--- config.mk ---
export PLATFORM = sky130hd
export DESIGN_NAME = camera_crop
export DESIGN_NICKNAME = d
export VERILOG_FILES = /design/src/rtl/camera_pkg.sv /design/src/rtl/crop_pos_counter.sv /design/src/rtl/camera_crop.sv
export SDC_FILE = /design/constraint.sdc
export NUM_CORES = 1
export LEC_CHECK = 0
export BUFFER_PORTS_ARGS = -buffer_cell sky130_fd_sc_hd__buf_2
export CAP_MARGIN = 20
export CORE_UTILIZATION = 30
export CTS_BUF_LIST = sky130_fd_sc_hd__clkbuf_4 sky130_fd_sc_hd__clkbuf_8 sky130_fd_sc_hd__clkbuf_16
export CTS_CLUSTER_SIZE = 10
export DETAILED_ROUTE_END_ITERATION = 10
export GPL_TIMING_DRIVEN = 0
export SLEW_MARGIN = 10
export SYNTH_ARGS = -nofsm -noshare
export SYNTH_HDL_FRONTEND = slang
export SYNTH_SLANG_ARGS = --single-unit
--- constraint.sdc ---
create_clock -name wr_clk -period 5.2 [get_ports wr_clk]
set_input_delay 0.26 -clock wr_clk [delete_from_list [all_inputs] [get_ports wr_clk]]
set_output_delay 0.26 -clock wr_clk [all_outputs]
set_load 0.01 [all_outputs]
--- src/rtl/camera_pkg.sv ---
// Shared constants for the camera windowing path: default widths and FSM
// state encodings used by camera_crop.
package camera_pkg;

    localparam int DATA_DEFAULT = 10;
    localparam int CW_DEFAULT   = 12;

    typedef logic [1:0] state_t;

    localparam state_t ST_IDLE   = 2'd0;  // waiting for a frame start
    localparam state_t ST_SKIP   = 2'd1;  // frame rejected, wait for it to end
    localparam state_t ST_ACTIVE = 2'd2;  // frame accepted, window being passed
    localparam state_t ST_DONE   = 2'd3;  // window complete, wait for frame end

endpackage

--- src/rtl/crop_pos_counter.sv ---
// Pixel (x) and line (y) position counters for the raw camera stream.
// x is the index of the current pixel within its line, y the index of the
// current line within its frame. Both saturate instead of wrapping so an
// oversized input can never alias back into the crop window.
module crop_pos_counter
    import camera_pkg::*;
#(
    parameter int CW = CW_DEFAULT
) (
    input  logic          wr_clk,
    input  logic          rst_n,
    input  logic          fv_in,
    input  logic          lv_in,
    output logic [CW-1:0] x,
    output logic [CW-1:0] y,
    output logic          x_sat,
    output logic          fv_rise,
    output logic          lv_fall
);

    logic [CW-1:0] x_q, x_d;
    logic [CW-1:0] y_q, y_d;
    logic          lv_prev_q, lv_prev_d;
    logic          fv_prev_q, fv_prev_d;
    logic          arm_q, arm_d;
    logic          lv_act;

    // Next-state of counters and edge detectors.
    always_comb begin
        // NOTE: every output of a combinational block gets a value on every
        // path (defaults first), otherwise synthesis infers a latch.
        lv_act    = fv_in & lv_in;
        lv_fall   = lv_prev_q & ~lv_act;
        // arm_q blocks a "rising edge" on the first cycle out of reset, so a
        // frame already in progress at reset release is never taken.
        fv_rise   = fv_in & ~fv_prev_q & arm_q;
        lv_prev_d = lv_act;
        fv_prev_d = fv_in;
        arm_d     = 1'b1;

        x_d = '0;
        if (lv_act) begin
            x_d = (&x_q) ? x_q : x_q + 1'b1;
        end

        y_d = y_q;
        if (!fv_in) begin
            y_d = '0;
        end else if (lv_fall && !(&y_q)) begin
            y_d = y_q + 1'b1;
        end
    end

    // Position and edge-detect registers, synchronous reset.
    always_ff @(posedge wr_clk) begin
        // NOTE: sequential state uses non-blocking assignments so every flop
        // samples the pre-edge value regardless of statement order.
        if (!rst_n) begin
            x_q       <= '0;
            y_q       <= '0;
            lv_prev_q <= 1'b0;
            fv_prev_q <= 1'b0;
            arm_q     <= 1'b0;
        end else begin
            x_q       <= x_d;
            y_q       <= y_d;
            lv_prev_q <= lv_prev_d;
            fv_prev_q <= fv_prev_d;
            arm_q     <= arm_d;
        end
    end

    assign x     = x_q;
    assign y     = y_q;
    assign x_sat = &x_q;

endmodule

--- src/rtl/camera_crop.sv ---
// Crop window between the camera pixel interface and frame_buffer. Passes
// only [X0,X0+WIDTH) x [Y0,Y0+HEIGHT) of each accepted frame, with all
// outputs registered (one cycle latency), and flags short lines/frames.
module camera_crop
    import camera_pkg::*;
#(
    parameter int DATA   = DATA_DEFAULT,
    parameter int CW     = CW_DEFAULT,
    parameter int X0     = 0,
    parameter int WIDTH  = 1280,
    parameter int Y0     = 0,
    parameter int HEIGHT = 2
) (
    input  logic            wr_clk,
    input  logic            rst_n,
    input  logic            en,
    input  logic            fv_in,
    input  logic            lv_in,
    input  logic [DATA-1:0] pixel_in,
    output logic            fv_out,
    output logic            lv_out,
    output logic [DATA-1:0] pixel_out,
    output logic            frame_done,
    output logic            short_line,
    output logic            short_frame
);

    localparam int X_END  = X0 + WIDTH;
    localparam int Y_END  = Y0 + HEIGHT;
    localparam int Y_LAST = Y_END - 1;

    logic [CW-1:0] x, y;
    logic          x_sat, fv_rise, lv_fall;

    crop_pos_counter #(.CW(CW)) u_pos (
        .wr_clk  (wr_clk),
        .rst_n   (rst_n),
        .fv_in   (fv_in),
        .lv_in   (lv_in),
        .x       (x),
        .y       (y),
        .x_sat   (x_sat),
        .fv_rise (fv_rise),
        .lv_fall (lv_fall)
    );

    state_t          state_q, state_d;
    logic            fv_out_q, fv_out_d;
    logic            lv_out_q, lv_out_d;
    logic [DATA-1:0] pixel_out_q, pixel_out_d;
    logic            frame_done_q, frame_done_d;
    logic            short_line_q, short_line_d;
    logic            short_frame_q, short_frame_d;

    logic x_in_win, y_in_win, pass, last_line_end, line_short;

    // Window compare. A saturated x stands for "some pixel at or beyond the
    // counter limit", so it is treated as outside the window.
    always_comb begin
        x_in_win      = !x_sat && (int'(x) >= X0) && (int'(x) < X_END);
        y_in_win      = (int'(y) >= Y0) && (int'(y) < Y_END);
        pass          = fv_in && lv_in && x_in_win && y_in_win;
        last_line_end = lv_fall && (int'(y) == Y_LAST);
        line_short    = lv_fall && y_in_win && (int'(x) < X_END);
    end

    // Frame FSM and next values of the registered outputs.
    always_comb begin
        state_d       = state_q;
        fv_out_d      = 1'b0;
        lv_out_d      = 1'b0;
        pixel_out_d   = pixel_out_q;
        frame_done_d  = 1'b0;
        short_line_d  = short_line_q;
        short_frame_d = short_frame_q;

        case (state_q)
            ST_IDLE: begin
                if (fv_rise && en) begin
                    state_d       = ST_ACTIVE;
                    fv_out_d      = 1'b1;
                    short_line_d  = 1'b0;
                    short_frame_d = 1'b0;
                end else if (fv_in) begin
                    // Disabled at frame start, or frame already running.
                    state_d = ST_SKIP;
                end
            end
            ST_SKIP: begin
                if (!fv_in) begin
                    state_d = ST_IDLE;
                end
            end
            ST_ACTIVE: begin
                fv_out_d = fv_in;
                lv_out_d = pass;
                if (pass) begin
                    pixel_out_d = pixel_in;
                end
                if (line_short) begin
                    short_line_d = 1'b1;
                end
                if (!fv_in) begin
                    state_d      = ST_IDLE;
                    frame_done_d = 1'b1;
                    // A frame that ends together with its last window line
                    // is complete; anything earlier is short.
                    if (!last_line_end) begin
                        short_frame_d = 1'b1;
                    end
                end else if (last_line_end) begin
                    state_d = ST_DONE;
                end
            end
            ST_DONE: begin
                fv_out_d = fv_in;
                if (!fv_in) begin
                    state_d      = ST_IDLE;
                    frame_done_d = 1'b1;
                end
            end
            default: state_d = ST_IDLE;
        endcase
    end

    // State and output registers, synchronous reset.
    always_ff @(posedge wr_clk) begin
        if (!rst_n) begin
            state_q       <= ST_IDLE;
            fv_out_q      <= 1'b0;
            lv_out_q      <= 1'b0;
            pixel_out_q   <= '0;
            frame_done_q  <= 1'b0;
            short_line_q  <= 1'b0;
            short_frame_q <= 1'b0;
        end else begin
            state_q       <= state_d;
            fv_out_q      <= fv_out_d;
            lv_out_q      <= lv_out_d;
            pixel_out_q   <= pixel_out_d;
            frame_done_q  <= frame_done_d;
            short_line_q  <= short_line_d;
            short_frame_q <= short_frame_d;
        end
    end

    assign fv_out      = fv_out_q;
    assign lv_out      = lv_out_q;
    assign pixel_out   = pixel_out_q;
    assign frame_done  = frame_done_q;
    assign short_line  = short_line_q;
    assign short_frame = short_frame_q;

endmodule
Word level (Yosys, flattened, before mapping)

Index checks and enable logic that the tools add are counted.
W data, S select, Z words.

Output and inout bits: 15
Word-level logic and storage cells: 74
Register bits: 44
Memories: 0
Latch bits: 0
RAM bits: 0
Input bits: 15
Bits in read-only memories: 0

Div/mod/pow operators: 0
Eq/ne operators: 11
Multiplexer cells: 16
Add/subtract/negate cells: 2
Bitwise gates (word level): 6
Magnitude comparators: 2
Shifts and indexed selects: 0
Reduce and logical (&&, ||, !) cells: 25
Multiply operators: 0

Operators with widths:

| kind                    | count |
|---|---|
| $add A12 B1 Y12 const B | 2 |
| $reduce_and A12 Y1      | 2 |
| $eq A12 B2 Y1 const B   | 1 |
| $lt A12 B11 Y1 const B  | 1 |
| $lt A12 B2 Y1 const B   | 1 |
| $mux W2                 | 5 |
| $ne A2 B2 Y1 const B    | 5 |
| $reduce_and A2 Y1       | 5 |
| $logic_and A1 B1 Y1     | 9 |
| $mux W1                 | 7 |
| $ne A3 B3 Y1 const B    | 2 |
| $pmux W1 S2             | 3 |
| $pmux W2 S3             | 1 |
| $reduce_and A3 Y1       | 2 |
| $and A1 B1 Y1           | 4 |
| $eq A2 B2 Y1 const B    | 2 |
| $reduce_and A4 Y1       | 1 |
| $reduce_or A2 Y1        | 2 |
| $eq A2 B1 Y1 const B    | 1 |
| $logic_not A1 Y1        | 2 |
| $logic_not A2 Y1        | 1 |
| $not A1 Y1              | 2 |
| $reduce_bool A2 Y1      | 1 |

Longest topological paths before layout

Gate-level depths: netlist (run 1).

Word-level depth: 7
Mapped depth: 6
Mapped depth without buffers: 5

Modules after synthesis

Synthesis (run 1) repeated with hierarchy kept, for this count alone.

Cell total of the unflattened synthesis: 216
Area total of the unflattened synthesis: 1929.4 um2

Modules (own cells, without submodules):

| module           | instances | sequential area each (um2) | cells an instance | area each (um2) |
|---|---|---|---|---|
| crop_pos_counter | 1         | 540.5                      | 141               | 1234.9 |
| camera_crop      | 1         | 340.3                      | 75                | 694.4 |

Worst setup path after synthesis (run 1)

No wires, ideal clock.

Path kind: register to register
Start point: register u_pos.x_q[0], in the netlist u_pos.x[0]
End point: register u_pos.x_q[0], in the netlist u_pos.x[0]
Setup slack: 3563 ps
Period minus slack after synthesis: 1637 ps
Path buffers: 1
Library setup time: 128 ps
Cell stages (with the launch flop): 7
Arrival time: 1509 ps
Required time: 5072 ps
Cell sequence: dfxtp_1 > ha_1 > nand2_1 > or4_1 > buf_2 > xnor2_1 > nor2_1

Word-level cells in the longest chain between the ends: 1
Elaborated cells between the ends (all ways): 2
Those cells by class: add/sub (1); reduce/logical (1)

RTL lines:

| item                                                         | RTL line               | RTL |
|---|---|---|
| from (decl)                                                  | crop_pos_counter.sv:21 | `logic [CW-1:0] x_q, x_d;` |
| from (signal assigned)                                       | crop_pos_counter.sv:59 | `x_q <= '0;` |
| from (signal assigned)                                       | crop_pos_counter.sv:65 | `x_q <= x_d;` |
| $add A12 B1 Y12 / $reduce_and A12 Y1 (equally long branches) | crop_pos_counter.sv:43 | `x_d = (&x_q) ? x_q : x_q + 1'b1;` |

Parallel ways exist; a longest one is shown, timed or not.
A chain may end at the register's enable or synchronous reset.

Worst setup path in the final report (run 1)

Start point: register u_pos.y_q[0], in the netlist u_pos.y[0]
End point: register u_pos.y_q[6], in the netlist u_pos.y[6]

Word-level cells in the longest chain between the ends: 3
Elaborated cells between the ends (all ways): 4
Those cells by class: add/sub (1); reduce/logical (3)

RTL lines:

| item                                                    | RTL line               | RTL |
|---|---|---|
| from (decl)                                             | crop_pos_counter.sv:22 | `logic [CW-1:0] y_q, y_d;` |
| from (signal assigned)                                  | crop_pos_counter.sv:66 | `y_q <= y_d;` |
| branches (longest 3 deep; another with $add A12 B1 Y12) | -                      |  |

Several ways; the timed one is not identified.

==> results.yml, run 1 <==
worst_setup_path:
  path_cells: "ha_1, nand4_1, nor4_1, clkbuf_2, nor2_1, a311oi_1"
  reg2reg_setup_slack_ns: 3.20
  cpMaxStageDelayCell: "nor4_1"
  critPathMaxStageDelay_ns: 0.49
  critical_path_class: "reg2reg"
  crit_fanout: 10
  start_kind: "register"
  crit_arrival_ns: 2.21
  r2r_cells: 6
  timing.rr.start: "u_pos.y[0]$_SDFFE_PN0P_"
  cp.required_ns: 5.41
  rr_endpoint: "u_pos.y[6]$_SDFFE_PN0P_"
  cp-end-kind: "register"
synth:
  syn_nets: 247
  ys_types: 40
  yosysWarnings: 0
  synthCells: 229
  synth_top_area_cell: "dfxtp_1"
  syn_area_um2: 1950
  synth-edff-count: 0
  synth_ff_type: "dfxtp_1"
  synth_top_area_share: 0.452
  synthTopCellsByArea: "dfxtp_1 (45%), a21oi_1 (7.4%), nand3_1 (5.1%), o21ai_0 (5.1%), xnor2_1 (3.1%)"
  yosysSeqAreaShare: 0.452
  yosysMostFrequentCell: "dfxtp_1"
  synth-async-reset-ratio: 0
  synth_common_cells: "dfxtp_1 (44), a21oi_1 (29), nand3_1 (20), o21ai_0 (20), nor2_1 (15)"
  avgSynthCellArea_um2: 8.51
  synth_seq_cells: 44
floorplan:
  ios: 30
  initial_core_util: 0.309
  die_h_um: 82.6
  num_rows: 29
  core_um2: 6310
  design.die.area_um2: 6820
  die_w_um: 82.6
clocking:
  cts_buffers: 5
  cts-resized-gates: 0
  post-cts-setup-buffers: 0
  clk_latency_ns: 0.30
  cts_max_path_buffers: 2
  htree_levels: 2
  cts_hold_buf: 0
  root_buffer: "clkbuf_8"
  cts_tree: "yes"
  cts.sinks: 44
  cts.reportedPaths.clkPinSlew_ns: 0.09
grt:
  grt_pass1_wl_um: 7310
  antenna_found_initial: 0
  grt_pass1_vias: 1657
  grt_max_degree: 14
  grt_overflow: 0
  track_usage: 0.140
timing:
  setup-tns-final_ns: 0
  maxSlewHeadroom: 0.518
  finalCriticalPeriod_ns: 2.00
  whs_ns: 0.130
  rsz0062_at_grt: "false"
  finalCritPeriodShare: 0.385
  tightest_slew_ns: 0.713
  slew_violations: 0
  fmax_ghz: 0.499
  hold_violations: 0
  skew_ns: 0.00900
  setup_viol: 0
placed_design:
  io_buffers: 29
  place_congestion: 0.776
  hpwl_um: 3120
routing:
  via_count: 1811
  via_per_inst: 5.28
  first_iter_violations: 147
  drtAntennaViolNets: 0
  drc: 0
  wire_per_inst_um: 12.7
  totalWireLength_um: 4340
  firstDrtPassIters: 5
run:
  cap_violations: 0
min_path:
  min_path_type: "in2reg"
  whs_path_depth: 1
  whs_endpoint: "u_pos.arm_q$_DFF_P_"
  worstHoldStart: "rst_n"
pwr:
  p_per_area_nw_per_um2: 262
  leakage_nw: 0.810
  vdd_ir_drop_max_uv: 130
run_status:
  outcome: "completed"
final_layout:
  area_growth_pct: 17.4
  final_nets: 283
  antenna_cells: 0
  drive_gt1_frac: 0.188
[worst max path at each step]
stage | start | to | slack (ns)
3_5_place_dp | u_pos.y[1]$_SDFFE_PN0P_ | u_pos.y[6]$_SDFFE_PN0P_ | 3.20
3_3_place_gp | u_pos.y[1]$_SDFFE_PN0P_ | u_pos.y[6]$_SDFFE_PN0P_ | 3.21
5_1_grt | u_pos.y[1]$_SDFFE_PN0P_ | u_pos.y[6]$_SDFFE_PN0P_ | 2.99
2_1_floorplan | u_pos.x[0]$_SDFFE_PN0N_ | u_pos.x[0]$_SDFFE_PN0N_ | 3.56
6_report | u_pos.y[0]$_SDFFE_PN0P_ | u_pos.y[6]$_SDFFE_PN0P_ | 3.20
4_1_cts | u_pos.y[1]$_SDFFE_PN0P_ | u_pos.y[6]$_SDFFE_PN0P_ | 3.17
[cells by family (layout without fill, tap and decap cells)]
group                      count (synthesis)  after routing  synth area share
AOI/OAI and AO/OA                         62             62             0.181
adders and majority gates                  3              3            0.0193
buffers and inverters                     19             56            0.0404
muxes                                      1              1           0.00513
xor gates and xnor gates                   7              7            0.0315
and+or+nand+nor                           93             93             0.271
DFF                                       44             44             0.452
[layout make-up]
cell class                      count  area (µm²)
Buffer                              9        41.3
Clock buffer                        7        90.1
Clock inverter                      1        7.51
Fill cell                         645        4030
Inverter                           10        37.5
Multi-Input combinational cell    166         990
Sequential cell                    44         881
Tap cell                           77        96.3
Timing Repair Buffer               29         145
[cell usage in the layout (no fill, tap or decap), types with 4 or more instances in the layout]
master	synthesis	routed
inv_1	10	10
clkbuf_8	0	6
clkbuf_1	5	5
o21ai_0	20	20
or4_1	4	4
nor4_1	6	6
nor3_1	7	7
nand2_1	13	13
xnor2_1	7	7
nand4_1	9	9
a21oi_1	29	29
dfxtp_1	44	44
nand3_1	20	20
nor2_1	15	15
buf_2	2	31
or3_1	6	6
[worst max-delay path: cells and delay by family (launching register included)]
kind                     cells  cell delay, ns
AND/OR/NAND/NOR              3            0.75
buffers and inverters        1            0.28
AO/OA/AOI/OAI                1            0.24
adder cells (fa/ha/maj)      1            0.25
flip-flops                   1            0.40
[routing by layer]
layer	GRT usage	up-vias	share of wire
li1	-	920	-
met1	0.173	844	0.50
met2	0.230	42	0.44
met3	0.0341	5	0.045
met4	0.0621	0	0.017
met5	0	-	0
[metrics by stage]
stage          utilization  setup slack, ns  std cells  power (mW)  instance area [µm²]
5_1_grt              0.362             2.99        343       0.619                 2290
3_3_place_gp         0.347             3.21        335       0.375                 2190
6_report             0.362             3.20        343       0.598                 2290
4_1_cts              0.362             3.17        343       0.606                 2290
2_1_floorplan            -             3.56        229       0.363                 1950
3_5_place_dp         0.347             3.20        335       0.375                 2190
[registers in the layout, indices dropped and copies added (netlist names)]
register,cells
frame_done,1
fv_out,1
lv_out,1
pixel_out,10
short_frame,1
short_line,1
state_q,2
u_pos.arm_q,1
u_pos.fv_prev_q,1
u_pos.lv_prev_q,1
u_pos.x,12
u_pos.y,12
[where the power goes]
group / internal [mW] / leakage [nW] / total [mW] / switching, mW
registers: 0.340 / 0.356 / 0.342 / 0.00193
logic: 0.00938 / 0.406 / 0.0253 / 0.0159
clock network: 0.113 / 0.0479 / 0.232 / 0.118
total: 0.462 / 0.810 / 0.599 / 0.136
(Power assumes the default switching activity.)
==> inputs of run 2 (changes only) <==
==> constraint.sdc (replaced) <==
create_clock -name wr_clk -period 1.9 [get_ports wr_clk]
set_input_delay 0.095 -clock wr_clk [delete_from_list [all_inputs] [get_ports wr_clk]]
set_output_delay 0.095 -clock wr_clk [all_outputs]
set_load 0.01 [all_outputs]
==> results.yml, run 2 (synthesis results as in run 1) <==
run_status:
  outcome: "completed"
routing:
  drtAntennaViolNets: 0
  via_per_inst: 5.26
  totalWireLength_um: 4410
  firstDrtPassIters: 4
  drc: 0
  wire_per_inst_um: 12.8
  via_count: 1820
  first_iter_violations: 158
timing:
  hold_violations: 0
  skew_ns: 0.00930
  slew_violations: 0
  setup-tns-final_ns: 0
  tightest_slew_ns: 0.716
  setup_viol: 0
  maxSlewHeadroom: 0.516
  finalCritPeriodShare: 0.933
  finalCriticalPeriod_ns: 1.77
  fmax_ghz: 0.564
clocking:
  cts_tree: "yes"
  cts_max_path_buffers: 2
  cts.reportedPaths.clkPinSlew_ns: 0.09
  cts_buffers: 5
  cts.sinks: 44
  htree_levels: 2
  root_buffer: "clkbuf_8"
  clk_latency_ns: 0.30
floorplan:
  die_h_um: 82.6
  design.die.area_um2: 6820
  core_um2: 6310
  ios: 30
  die_w_um: 82.6
  initial_core_util: 0.309
  num_rows: 29
worst_setup_path:
  r2r_cells: 5
  cp-end-kind: "register"
  crit_arrival_ns: 1.95
  critical_path_class: "reg2reg"
  start_kind: "register"
  timing.rr.start: "u_pos.y[0]$_SDFFE_PN0P_"
  rr_endpoint: "u_pos.y[10]$_SDFFE_PN0P_"
  cp.required_ns: 2.08
  crit_fanout: 5
  reg2reg_setup_slack_ns: 0.13
pwr:
  vdd_ir_drop_max_uv: 368
  p_per_area_nw_per_um2: 699
  leakage_nw: 0.842
grt:
  grt_overflow: 0
  grt_max_degree: 14
  grt_pass1_vias: 1660
  grt_pass1_wl_um: 7320
  antenna_found_initial: 0
  track_usage: 0.140
placed_design:
  io_buffers: 29
  dpl_cell_area_um2: 2190
  place_congestion: 0.776
  hpwl_um: 3120
run:
  cap_violations: 0
final_layout:
  layout_common_cells: "dfxtp_1 (42), buf_2 (31), a21oi_1 (29)"
  fill_cells: 644
  area_growth_pct: 20.6
  antenna_cells: 0
  final_cell_area_um2: 2350
  final_nets: 286
  drive_gt1_frac: 0.219
  finish.utilization: 0.372
  final_common_cell: "dfxtp_1"
min_path:
  min_path_type: "in2reg"
  whs_path_depth: 3
  whs_endpoint: "pixel_out[6]$_SDFFE_PN0P_"
  worstHoldStart: "pixel_in[6]"
-- run 2: cell count changes in the layout (fill, tap and decap cells not counted), sizes merged --
cell	change
clkbuf	-1
buf	+3
dlygate4sd3	+1
-- run 2: what timing repair did --
item                                   CTS  global route
gates resized for setup                  3             8
setup buffers                            0             2
setup endpoints to repair               17            19
pin swaps                                1             2
gates cloned                             0             0
hold buffers                             1             0
endpoints found under the hold margin    1             0
-- run 2: final cells by class --
| type | count | area, µm² | area share |
|---|---|---|---|
| sequential | 44 | 883 | 0.376 |
| multi-input combinational | 166 | 1020 | 0.435 |
| tap | 77 | 96.3 | 0.0410 |
| timing repair buffer | 32 | 170 | 0.0724 |
| inverter | 10 | 37.5 | 0.0160 |
| clock inverter | 1 | 7.51 | 0.00319 |
| clock buffer | 7 | 90.1 | 0.0383 |
| buffer | 9 | 43.8 | 0.0186 |
-- run 2: critical path: stages, from the launching register on --
cell,delay (ns)
dfxtp_1,0.41
ha_2,0.24
nand3_1,0.08
nor4b_1,0.62
a31o_2,0.25
a21oi_1,0.06
-- run 2: stage by stage --
step	worst slack (ns)	power [mW]	hold slack, ns	std cells
after floorplan	0.263	0.992	0.123	229
final	0.127	1.64	0.0362	346
after detailed placement	-0.103	1.03	0.277	335
after global placement	-0.0933	1.03	0.270	335
after CTS	0.0310	1.66	0.0365	344
after global routing	-0.00405	1.70	0.0518	346
-- run 2: where the power goes --
| part | total, mW | internal [mW] | switching (mW) | leakage, nW |
|---|---|---|---|---|
| Sequential | 0.935 | 0.930 | 0.00525 | 0.357 |
| Clock | 0.636 | 0.310 | 0.326 | 0.0479 |
| Combinational | 0.0715 | 0.0274 | 0.0442 | 0.438 |
| Total | 1.64 | 1.27 | 0.375 | 0.842 |
-- run 2: how the worst max path moves through the flow --
stage / depth (start not counted) / from / slack (ns) / end
finish: 5 / u_pos.y[0]$_SDFFE_PN0P_ / 0.13 / u_pos.y[10]$_SDFFE_PN0P_
global route: 6 / u_pos.y[1]$_SDFFE_PN0P_ / -0.004 / u_pos.y[6]$_SDFFE_PN0P_
CTS: 6 / u_pos.y[1]$_SDFFE_PN0P_ / 0.03 / u_pos.y[6]$_SDFFE_PN0P_
detailed placement: 6 / u_pos.y[1]$_SDFFE_PN0P_ / -0.10 / u_pos.y[6]$_SDFFE_PN0P_
global placement: 6 / u_pos.y[1]$_SDFFE_PN0P_ / -0.09 / u_pos.y[6]$_SDFFE_PN0P_
floorplan: 6 / u_pos.x[0]$_SDFFE_PN0N_ / 0.26 / u_pos.x[0]$_SDFFE_PN0N_
-- run 2: per-layer routing --
| metal | global-route usage | vias to the layer above | part of all wire |
|---|---|---|---|
| met1 | 0.174 | 841 | 0.49 |
| li1 | - | 926 | - |
| met4 | 0.0621 | 0 | 0.017 |
| met2 | 0.230 | 47 | 0.43 |
| met3 | 0.0341 | 6 | 0.057 |
| met5 | 0 | - | 0 |
==> inputs of run 3 (changes only) <==
--- a/config.mk
+++ b/config.mk
@@ -5,13 +5,15 @@
 export SDC_FILE = /design/constraint.sdc
 export NUM_CORES = 1
 export LEC_CHECK = 0
-export BUFFER_PORTS_ARGS = -buffer_cell sky130_fd_sc_hd__buf_2
+export ABC_AREA = 1
+export BUFFER_PORTS_ARGS = -buffer_cell sky130_fd_sc_hd__clkbuf_2
 export CAP_MARGIN = 20
 export CORE_UTILIZATION = 30
 export CTS_BUF_LIST = sky130_fd_sc_hd__clkbuf_4 sky130_fd_sc_hd__clkbuf_8 sky130_fd_sc_hd__clkbuf_16
 export CTS_CLUSTER_SIZE = 10
 export DETAILED_ROUTE_END_ITERATION = 10
 export GPL_TIMING_DRIVEN = 0
+export PLACE_DENSITY = 0.57
 export SLEW_MARGIN = 10
 export SYNTH_ARGS = -nofsm -noshare
 export SYNTH_HDL_FRONTEND = slang
==> results.yml, run 3 <==
routing:
  wire_per_inst_um: 10.1
  totalWireLength_um: 4520
  drc: 0
  via_per_inst: 4.40
  via_count: 1968
  firstDrtPassIters: 4
  drtAntennaViolNets: 0
  first_iter_violations: 79
worst_setup_path:
  path_cells: "ha_1, nand2_1, nor2_4, nand3_2, nand2_2, inv_1, nand2_1, a21oi_1"
  rr_endpoint: "u_pos.y[9]$_SDFFE_PN0P_"
  critical_path_class: "reg2reg"
  crit_end: "u_pos.y[9]$_SDFFE_PN0P_"
  cpMostUsedCell: "nand2_1"
  cp-end-kind: "register"
  start_kind: "register"
  reg2reg_setup_slack_ns: 0.28
  startpoint: "u_pos.y[0]$_SDFFE_PN0P_"
  cp.required_ns: 2.08
  crit_arrival_ns: 1.80
  crit_fanout: 8
  path_delay_family: "simple AND/OR/NAND/NOR gates"
  timing.rr.start: "u_pos.y[0]$_SDFFE_PN0P_"
  critPathMaxStageDelay_ns: 0.45
  r2r_cells: 8
  path_buf_inv: 1
  path_depth: 8
  cpMaxStageDelayCell: "dfxtp_1"
pwr:
  p_sw_frac: 0.236
  p_clk_frac: 0.412
  leakage_nw: 1.10
  pwr-share-seq: 0.525
  internal_power_mw: 1.38
  pwr-share-comb: 0.062
  p_per_area_nw_per_um2: 717
  vdd_ir_drop_max_uv: 350
  p_sw_mw: 0.426
synth:
  syn_nets: 333
  synth-edff-count: 0
  yosysMostFrequentCell: "nand2_1"
  yosysWarnings: 0
  syn_area_um2: 2140
  synth_top_area_cell: "dfxtp_1"
  avgSynthCellArea_um2: 6.80
  synth-async-reset-ratio: 0
  synth_common_cells: "nand2_1 (80), nor2_1 (56), dfxtp_1 (44)"
  synthTopCellsByArea: "dfxtp_1 (41%), nand2_1 (14%), nor2_1 (9.8%), inv_1 (6.7%), a21oi_1 (4.7%)"
  synth_top_area_share: 0.411
  ys_types: 27
  synthCells: 315
  synth_ff_type: "dfxtp_1"
  synth_seq_cells: 44
  yosysSeqAreaShare: 0.411
timing:
  finalCritPeriodShare: 0.855
  tightest_slew_ns: 0.418
  finalCriticalPeriod_ns: 1.62
  skew_ns: 0.00734
  setup_viol: 0
  fmax_ghz: 0.616
  setup-tns-final_ns: 0
  hold_violations: 0
  slew_violations: 0
  maxSlewHeadroom: 0.721
  rsz0062_at_grt: "false"
clocking:
  post-cts-setup-buffers: 0
  cts_hold_buf: 0
  clk_latency_ns: 0.30
  cts.sinks: 44
  cts.reportedPaths.clkPinSlew_ns: 0.09
  cts-resized-gates: 0
  cts_buffers: 5
  htree_levels: 2
  root_buffer: "clkbuf_8"
  cts_max_path_buffers: 2
  cts_tree: "yes"
final_layout:
  area_growth_pct: 17.5
  layout_common_cells: "nand2_1 (80), nor2_1 (56), dfxtp_1 (44)"
  drive_gt1_frac: 0.148
  antenna_cells: 0
  final_nets: 368
  finish.utilization: 0.368
  final_common_cell: "nand2_1"
floorplan:
  core_um2: 6830
  die_h_um: 86.5
  design.die.area_um2: 7480
  ios: 30
  num_rows: 30
  initial_core_util: 0.314
  die_w_um: 86.5
run:
  cap_violations: 0
run_status:
  outcome: "completed"
placed_design:
  io_buffers: 28
  hpwl_um: 3370
  place_congestion: 0.784
grt:
  antenna_found_initial: 0
  track_usage: 0.130
  grt_pass1_vias: 1767
  grt_pass1_wl_um: 7760
  grt_max_degree: 16
  grt_overflow: 0
min_path:
  min_path_type: "in2reg"
## run 3: changes by cell type in the layout (fill, tap and decap cells not counted), moves of 5 or more
| cell | change |
|---|---|
| a21oi_1 | -9 |
| buf_2 | -30 |
| clkbuf_2 | +28 |
| inv_1 | +28 |
| nand2_1 | +68 |
| nor2_1 | +41 |
| nor3_1 | -6 |
| o21ai_0 | -9 |
| o21ai_1 | +6 |
| or3_1 | -6 |
| xnor2_1 | -5 |
| xor2_1 | +7 |
## run 3: cells by family after synthesis
group,share of synthesized area
fa+ha+maj,0.0175
xor+xnor,0.0368
buf+inv,0.0952
flops,0.411
compound gates,0.0958
simple gates,0.343
## run 3: layout make-up
cell class                 instances  area, µm²
buffer                             7       57.6
clock buffer                       5       68.8
clock inverter                     3       46.3
fill                             753       4310
inverter                          39        146
multi-input combinational        225       1060
sequential                        44        881
tap                               96        120
timing repair buffer              28        140
## run 3: layer usage
| layer | vias up | wire length [µm] | global-route usage |
|---|---|---|---|
| met3 | 5 | 121 | 0.0324 |
| met1 | 892 | 2340 | 0.178 |
| li1 | 1054 | - | - |
| met5 | - | 0 | 0 |
| met4 | 0 | 40 | 0.0318 |
| met2 | 17 | 2020 | 0.204 |
## run 3: how the worst min path moves through the flow
| stage | start | cells after the start | endpoint |
|---|---|---|---|
| 2_1_floorplan | rst_n | 0 | u_pos.arm_q$_DFF_P_ |
| 3_3_place_gp | rst_n | 1 | u_pos.arm_q$_DFF_P_ |
| 3_5_place_dp | rst_n | 1 | u_pos.arm_q$_DFF_P_ |
| 4_1_cts | rst_n | 1 | u_pos.arm_q$_DFF_P_ |
| 5_1_grt | rst_n | 1 | u_pos.arm_q$_DFF_P_ |
| 6_report | rst_n | 1 | u_pos.arm_q$_DFF_P_ |
## run 3: power by group through the flow
stage | Combinational (mW) | Sequential [mW] | Clock [mW]
final | 0.113 | 0.948 | 0.744
after global routing | 0.127 | 0.951 | 0.802
after CTS | 0.114 | 0.948 | 0.765
after detailed placement | 0.113 | 0.969 | 0
after global placement | 0.112 | 0.970 | 0
after floorplan | 0.0719 | 0.971 | 0
## run 3: metrics by stage
| step | power [mW] | worst slack [ns] | std cells | cell area, µm² | hold slack [ns] |
|---|---|---|---|---|---|
| floorplan | 1.04 | 0.531 | 315 | 2140 | 0.123 |
| global placement | 1.08 | 0.280 | 439 | 2400 | 0.320 |
| detailed placement | 1.08 | 0.254 | 439 | 2400 | 0.316 |
| CTS | 1.83 | 0.249 | 447 | 2520 | 0.000664 |
| global route | 1.88 | 0.134 | 447 | 2520 | 0.00387 |
| finish | 1.80 | 0.276 | 447 | 2520 | 0.00269 |
